[src/rtl/bus_arbiter.sv]
`default_nettype none
// ============================================================================
// Module   : bus_arbiter
// Purpose  : Two-master (cpu / dma) arbiter for a single shared memory bus.
//            Round-robin on ties, registered grants, one idle HANDOVER cycle
//            between owners. mem_* outputs are a combinational mux of the
//            granted master's request fields, zero when no one owns the bus.
// Config   : BUS_ARBITER_HOLD_WATCHDOG_EN - when defined, a grant that has
//            lasted MAX_HOLD cycles is pre-empted if the other master is
//            waiting, and hold_timeout pulses for one cycle.
// Ports    : clk, rst (sync, active-high)
//            cpu_req/addr/w_notr/wdata, dma_req/addr/w_notr/wdata (inputs)
//            cpu_gnt, dma_gnt (registered grants)
//            mem_addr, mem_w_notr, mem_wdata (shared bus)
//            owner (0 = cpu, 1 = dma), hold_timeout (watchdog pulse)
// Revision : 1.0 - initial release
// ============================================================================
module bus_arbiter #(
    parameter int SZ       = 8,
    parameter int WSZ      = 8,
    parameter int MAX_HOLD = 16
) (
    input  logic           clk,
    input  logic           rst,
    input  logic           cpu_req,
    input  logic           dma_req,
    input  logic [SZ-1:0]  cpu_addr,
    input  logic [SZ-1:0]  dma_addr,
    input  logic           cpu_w_notr,
    input  logic           dma_w_notr,
    input  logic [WSZ-1:0] cpu_wdata,
    input  logic [WSZ-1:0] dma_wdata,
    output logic           cpu_gnt,
    output logic           dma_gnt,
    output logic [SZ-1:0]  mem_addr,
    output logic           mem_w_notr,
    output logic [WSZ-1:0] mem_wdata,
    output logic           owner,
    output logic           hold_timeout
);

    localparam logic [1:0] c_IDLE     = 2'd0;
    localparam logic [1:0] c_GNT_CPU  = 2'd1;
    localparam logic [1:0] c_GNT_DMA  = 2'd2;
    localparam logic [1:0] c_HANDOVER = 2'd3;

    // A zero hold limit would pre-empt every grant before it is used.
    generate
        if (MAX_HOLD < 1) begin : g_max_hold_check
            $error("bus_arbiter: MAX_HOLD must be at least 1");
        end
    endgenerate

    logic [1:0] r_state;
    logic [1:0] w_state_next;
    logic       r_cpu_gnt;
    logic       r_dma_gnt;
    logic       r_owner;
    logic       w_owner_next;
    logic       w_preempt;

`ifdef BUS_ARBITER_HOLD_WATCHDOG_EN
    localparam int c_CNT_W = ($clog2(MAX_HOLD + 1) > 8) ? $clog2(MAX_HOLD + 1) : 8;
    localparam logic [c_CNT_W-1:0] c_CNT_MAX = c_CNT_W'(MAX_HOLD);
    localparam logic [c_CNT_W-1:0] c_CNT_ONE = c_CNT_W'(1);

    // r_hold_cnt = number of grant cycles including the current one; it
    // saturates at MAX_HOLD so a late request from the other master still
    // triggers pre-emption immediately.
    logic [c_CNT_W-1:0] r_hold_cnt;
    logic [c_CNT_W-1:0] w_hold_cnt_next;
    logic               r_hold_timeout;

    always_comb begin
        w_preempt = 1'b0;
        if (r_hold_cnt >= c_CNT_MAX) begin
            w_preempt = ((r_state == c_GNT_CPU) && dma_req) ||
                        ((r_state == c_GNT_DMA) && cpu_req);
        end
    end

    always_comb begin
        w_hold_cnt_next = '0;
        if ((w_state_next == c_GNT_CPU) || (w_state_next == c_GNT_DMA)) begin
            if (r_state == w_state_next) begin
                w_hold_cnt_next = (r_hold_cnt >= c_CNT_MAX) ? r_hold_cnt
                                                            : r_hold_cnt + c_CNT_ONE;
            end else begin
                w_hold_cnt_next = c_CNT_ONE;
            end
        end
    end

    always_ff @(posedge clk) begin
        if (rst) begin
            r_hold_cnt     <= '0;
            r_hold_timeout <= 1'b0;
        end else begin
            r_hold_cnt     <= w_hold_cnt_next;
            r_hold_timeout <= w_preempt;
        end
    end

    assign hold_timeout = r_hold_timeout;
`else
    assign w_preempt    = 1'b0;
    assign hold_timeout = 1'b0;
`endif

    // Next-state logic. On a tie the master that did not own the bus last
    // wins; after the HANDOVER following a pre-emption this naturally hands
    // the bus to the waiting master.
    always_comb begin
        w_state_next = r_state;
        case (r_state)
            c_IDLE: begin
                if (cpu_req && dma_req) begin
                    w_state_next = r_owner ? c_GNT_CPU : c_GNT_DMA;
                end else if (cpu_req) begin
                    w_state_next = c_GNT_CPU;
                end else if (dma_req) begin
                    w_state_next = c_GNT_DMA;
                end
            end
            c_GNT_CPU: begin
                if (!cpu_req || w_preempt) begin
                    w_state_next = c_HANDOVER;
                end
            end
            c_GNT_DMA: begin
                if (!dma_req || w_preempt) begin
                    w_state_next = c_HANDOVER;
                end
            end
            c_HANDOVER: begin
                w_state_next = c_IDLE;
            end
            default: begin
                w_state_next = c_IDLE;
            end
        endcase
    end

    always_comb begin
        w_owner_next = r_owner;
        if (w_state_next == c_GNT_CPU) begin
            w_owner_next = 1'b0;
        end else if (w_state_next == c_GNT_DMA) begin
            w_owner_next = 1'b1;
        end
    end

    always_ff @(posedge clk) begin
        if (rst) begin
            r_state   <= c_IDLE;
            r_cpu_gnt <= 1'b0;
            r_dma_gnt <= 1'b0;
            r_owner   <= 1'b0;
        end else begin
            r_state   <= w_state_next;
            r_cpu_gnt <= (w_state_next == c_GNT_CPU);
            r_dma_gnt <= (w_state_next == c_GNT_DMA);
            r_owner   <= w_owner_next;
        end
    end

    // Shared bus: follows the granted master's live inputs, parked at zero
    // (read direction) otherwise.
    always_comb begin
        mem_addr   = '0;
        mem_w_notr = 1'b0;
        mem_wdata  = '0;
        if (r_state == c_GNT_CPU) begin
            mem_addr   = cpu_addr;
            mem_w_notr = cpu_w_notr;
            mem_wdata  = cpu_wdata;
        end else if (r_state == c_GNT_DMA) begin
            mem_addr   = dma_addr;
            mem_w_notr = dma_w_notr;
            mem_wdata  = dma_wdata;
        end
    end

    assign cpu_gnt = r_cpu_gnt;
    assign dma_gnt = r_dma_gnt;
    assign owner   = r_owner;

endmodule
`default_nettype wire

[config.mk]
export PLATFORM = sky130hd
export DESIGN_NAME = bus_arbiter
export DESIGN_NICKNAME = d
export VERILOG_FILES = /design/src/rtl/bus_arbiter.sv
export SDC_FILE = /design/constraint.sdc
export NUM_CORES = 1
export LEC_CHECK = 0
export ABC_AREA = 1
export CAP_MARGIN = 10
export CORE_MARGIN = 2
export CORE_UTILIZATION = 25
export CTS_BUF_LIST = sky130_fd_sc_hd__clkbuf_4 sky130_fd_sc_hd__clkbuf_8
export DETAILED_ROUTE_END_ITERATION = 10
export PLACE_DENSITY_LB_ADDON = 0.15
export SYNTH_ARGS = -nofsm -noshare
export SYNTH_HDL_FRONTEND = slang
export SYNTH_SLANG_ARGS = --single-unit
export TNS_END_PERCENT = 1
[constraint.sdc]
create_clock -name clk -period 1 [get_ports clk]
set_input_delay 0.15 -clock clk [delete_from_list [all_inputs] [get_ports clk]]
set_output_delay 0.15 -clock clk [all_outputs]
set_load 0.03 [all_outputs]
---- Word level (Yosys, flattened, before mapping) ----
Cells that the tools add are included.
word-level totals
  register bits ........................... 5
  bits in latches ......................... 0
  memory bits (writable) .................. 0
  ROM bits ................................ 0
  input port bits ......................... 38
  output and inout bits ................... 21
  word-level logic and storage cells ...... 25
  memories kept ........................... 0
cells by class
  $add $sub $neg .......................... 0
  multiply operators ...................... 0
  divide/modulo/power cells ............... 0
  $lt $le $gt $ge ......................... 0
  equality and inequality tests ........... 5
  shift-type cells ........................ 0
  mux-type cells .......................... 13
  bitwise gates (word level) .............. 0
  reductions and logical operators ........ 3
operators by type and width
  cell                                           count
  two-way mux 8 bit                              4
  two-way mux 2 bit                              6
  case mux 2 bit (4 select lines)                1
  == test 2 bit, second input constant           3
  == test 2 x 1 -> 1 bit, second input constant  2
  logical NOT 2 bit                              1
  two-way mux 1 bit                              2
  OR reduction 2 bit                             1
  logical AND 1 bit                              1

---- Depth between registers and ports, before layout ----
  depth after elaboration ................. 6
  mapped depth ............................ 9
  mapped depth without buffers ............ 8

---- Least setup slack after synthesis ----
OpenSTA, ideal clock, no wires.
  path type ............................... register to output
  start ................................... register r_state[0]
  end ..................................... output mem_addr[0]
  arrival ................................. 1.078 ns
  data required time ...................... 0.850 ns
  slack ................................... -0.228 ns
  cell stages (with the launch flop) ...... 6
  path buffers ............................ 2
  cells stage by stage .................... dfxtp_1 -> buf_6 -> inv_6 -> clkbuf_1 -> nand3_1 -> nand2_1
on the way
  word-level cells in the longest chain between the ends .. 3
  elaborated cells between the ends (all ways) .. 4
  those cells by class .................... eq/ne (2); mux (2)
RTL lines
  element                   line  source
  start: declaration        54    logic [1:0] r_state;
  start signal: assignment  155   r_state <= c_IDLE;
  start signal: assignment  160   r_state <= w_state_next;
  == test 2 bit             177   end else if (r_state == c_GNT_DMA) begin
  two-way mux 8 bit         177
  two-way mux 8 bit *       173   if (r_state == c_GNT_CPU) begin
  end: declaration          35    output logic [SZ-1:0] mem_addr,
Every way passes the cells marked *; elsewhere a longest branch is shown, timed or not.

---- Worst setup path in the final report ----
  start ................................... register r_state[0]
  end ..................................... output mem_wdata[7]
on the way
  word-level cells in the longest chain between the ends .. 3
  elaborated cells between the ends (all ways) .. 4
  those cells by class .................... eq/ne (2); mux (2)
RTL lines
  element              line  source
  == test 2 bit        177
  two-way mux 8 bit    177
  two-way mux 8 bit *  173
  end: declaration     37    output logic [WSZ-1:0] mem_wdata,
Marked as above.

==> impl_metrics.yaml <==
grt:
  grt_pass1_wl_um: 3420
  number_of_global_route_vias_before_repair: 791
  grt_util_all_layers: 0.175
  grt_overflow: 0
  number_of_antenna_violations_at_the_first_check_in_global_routing: 0
  grt_max_degree: 21
timing:
  timing.clock.skew_ns: 0.00123
  min_period_over_period: 1.25
  whs_ns: 0.493
  layout_setup_ws_ns: -0.249
  setup_viol: 19
  max_slew_violation_count: 0
  final_hold_viol_count: 0
  finalCriticalPeriod_ns: 1.25
  fmax_mhz: 800
  rsz_0062_raised_after_global_routing: "yes"
logic_synthesis:
  synthMostInstantiatedCell: "sky130_fd_sc_hd__nand3_1"
  post_synth_adder_cell_area: 0
  ys_async_sr_fraction: 0
  netlist_instances: 92
  yosysTopAreaCell: "sky130_fd_sc_hd__nand3_1"
  synth_fp_nets: 130
  netlist_top_cells_count: "34 x sky130_fd_sc_hd__nand3_1, 26 x sky130_fd_sc_hd__nand2_1, 6 x sky130_fd_sc_hd__nor2_1, 5 x sky130_fd_sc_hd__dfxtp_1, 4 x sky130_fd_sc_hd__inv_1"
  synthFlopType: "sky130_fd_sc_hd__dfxtp_1"
  synth_top_area_frac: 0.327
  synth.top_cells.by_area: "sky130_fd_sc_hd__nand3_1 33%, sky130_fd_sc_hd__dfxtp_1 19%, sky130_fd_sc_hd__nand2_1 19%"
  synth_compound_gate_area_share: 0.0192
  synth-edff-count: 0
  flops_latches_synth: 5
  netlist-cell-type-count: 18
  yosys.area_share.xor_xnor: 0
  synth_top_family_by_area: "simple AND/OR/NAND/NOR gates"
  synth.avg_cell_area_um2: 5.66
  synth.area.mux_share: 0
  ys.warnings.count: 0
  synth_seq_area_share: 0.192
  synth.cell_area_um2: 520
  yosys.area_share.simple: 0.613
detailed_routing:
  drt-vias-per-instance: 4.61
  detailedRoute.firstPassIterationCount: 4
  num_vias: 830
  avgRoutedWirePerCell_um: 11.6
  drc_errors: 0
  detailedRoute.firstIterationViolations: 5
  route.antenna.remaining_nets: 0
  totalWireLength_um: 2080
placement:
  finalWeightedCongestion: 0.699
  dp_worst_setup_slack_ns: -0.247
  portBuffers: 57
  place.detailed.hpwl_um: 1560
clock_tree:
  cts.htree.levels: 1
  cts_root_buffer: "sky130_fd_sc_hd__clkbuf_4"
  clk_latency_ns: 0.24
  cts_setup_buffers: 0
  cts_max_path_buffers: 2
  cts_sink_count: 5
  cts-hold-fix-buffers: 0
  cts_inserted_buffers: 3
  clkSlewWorstSetupHoldPaths_ns: 0.04
  clock_tree_from_tritoncts: "yes"
final_layout:
  area_delta_synth_final_pct: 165
  antenna-diode-count: 0
  drive_above_1_share: 0.471
  final_net_count: 192
worst_setup_path:
  critical_path.max_fanout: 5
  crit_required_ns: 0.85
  cp_top_family: "flip-flops"
  crit_path_end_kind: "output pin"
  worst_setup_path_start_kind: "register"
  cp_slowest_stage_delay_ns: 0.41
  timing.critical_path.slowest_stage_cell: "sky130_fd_sc_hd__dfxtp_4"
  rrSetupSlack_ns: -0.10
  crit_type: "register to output pin"
  cp_cell_sequence: "buf_4 > nand3_1 > nand2_1 > buf_6"
  path_buf_inv: 2
  crit_arrival_ns: 1.10
pwr:
  power.share.sequential: 0.161
  comb_power_share: 0.696
  clkPwrFrac: 0.143
  power-per-cell-area_nw_per_um2: 1280
  leakagePower_nw: 0.621
  netSwitchingPower_mw: 0.781
  peakVddDrop_mv: 1.02
  switching_share_of_power: 0.444
  p_int_mw: 0.980
die:
  coreArea_um2: 1960
  die-width_um: 49.6
  number_of_core_rows: 16
  die-area_um2: 2460
  num_io_pins: 59
  floorplan.initialDensity: 0.265
  die_h_um: 49.6
status:
  failed_checks: "negative setup slack"
  outcome: "complete, but fails checks"
worst_hold_path:
  holdCritPathClass: "register to register"
job:
  timing.max_cap.violations: 0
==> layout by cell type, fill, tap and decap left out <==
cell type | Yosys | routed
sky130_fd_sc_hd__o21ai_2 | 0 | 1
sky130_fd_sc_hd__nand3_1 | 34 | 18
sky130_fd_sc_hd__inv_8 | 0 | 1
sky130_fd_sc_hd__clkdlybuf4s50_1 | 0 | 37
sky130_fd_sc_hd__dfxtp_4 | 0 | 2
sky130_fd_sc_hd__dfxtp_1 | 5 | 2
sky130_fd_sc_hd__clkinv_8 | 0 | 1
sky130_fd_sc_hd__nand2_2 | 2 | 5
sky130_fd_sc_hd__a21oi_1 | 1 | 1
sky130_fd_sc_hd__clkbuf_4 | 0 | 4
sky130_fd_sc_hd__nor2_2 | 1 | 2
sky130_fd_sc_hd__conb_1 | 1 | 1
sky130_fd_sc_hd__dfxtp_2 | 0 | 1
sky130_fd_sc_hd__inv_1 | 4 | 4
sky130_fd_sc_hd__buf_4 | 1 | 7
sky130_fd_sc_hd__nand3_2 | 1 | 17
sky130_fd_sc_hd__buf_6 | 3 | 20
sky130_fd_sc_hd__buf_8 | 0 | 1
sky130_fd_sc_hd__nand2_4 | 0 | 10
sky130_fd_sc_hd__nand2_1 | 26 | 13
sky130_fd_sc_hd__nor2_1 | 6 | 5
==> registers in the layout, indices dropped and copies added (netlist names) <==
signal and cells:
dma_gnt 1, cpu_gnt 1, owner 1, r_state 2
==> per-stage QoR <==
step                instance area (um^2)  total power [mW]  utilization  setup TNS (ns)  instances
floorplan                            666             0.967            -          -0.840         92
global placement                    1200              1.33        0.610           -2.80        175
detailed placement                  1200              1.34        0.610           -3.20        175
CTS                                 1370              1.76        0.698           -4.04        180
global route                        1380              1.88        0.703           -5.48        180
finish                              1380              1.76        0.703           -4.09        180
==> kinds of logic after synthesis <==
logic type	Yosys count
compound gates	2
other cells	1
simple gates	70
flops	5
buf+inv	14
==> cell type report <==
class	instances	area [um^2]
Inverter	6	42.5
Multi-Input combinational cell	73	502
Tap cell	27	33.8
Sequential cell	5	109
Timing Repair Buffer	65	663
Fill cell	180	582
Clock buffer	4	30.0
==> per-layer routing <==
metal / vias up / track usage / share of wire
li1: 423 / - / -
met1: 378 / 0.190 / 0.39
met2: 29 / 0.331 / 0.55
met3: 0 / 0.0455 / 0.066
met4: 0 / 0.0417 / 0
met5: - / 0 / 0
==> power groups by stage <==
| stage | registers, mW | logic, mW | clock network (mW) |
|---|---|---|---|
| final | 0.283 | 1.23 | 0.252 |
| after global routing | 0.288 | 1.30 | 0.284 |
| after CTS | 0.281 | 1.22 | 0.259 |
| after detailed placement | 0.267 | 1.07 | 0 |
| after global placement | 0.267 | 1.06 | 0 |
| after floorplan | 0.290 | 0.676 | 0 |
==> tightest hold or removal path: stages, from the launching register on <==
cell and delay, ns:
sky130_fd_sc_hd__dfxtp_2 0.34, sky130_fd_sc_hd__nor2_1 0.05, sky130_fd_sc_hd__nor2_1 0.07
==> worst paths after layout <==
check	depth (start not counted)	startpoint	end
max	4	r_state[0]	mem_wdata[7]
min	2	owner	owner
max reg2reg	7	r_state[0]	owner
min reg2reg	2	owner	owner
==> repair_timing <==
action,4_1_cts,5_1_grt
pin swaps,1,0
resized for setup,40,3
setup endpoints to repair,21,21
gates cloned,1,0
No activity file was read; power rests on OpenSTA's default activity.
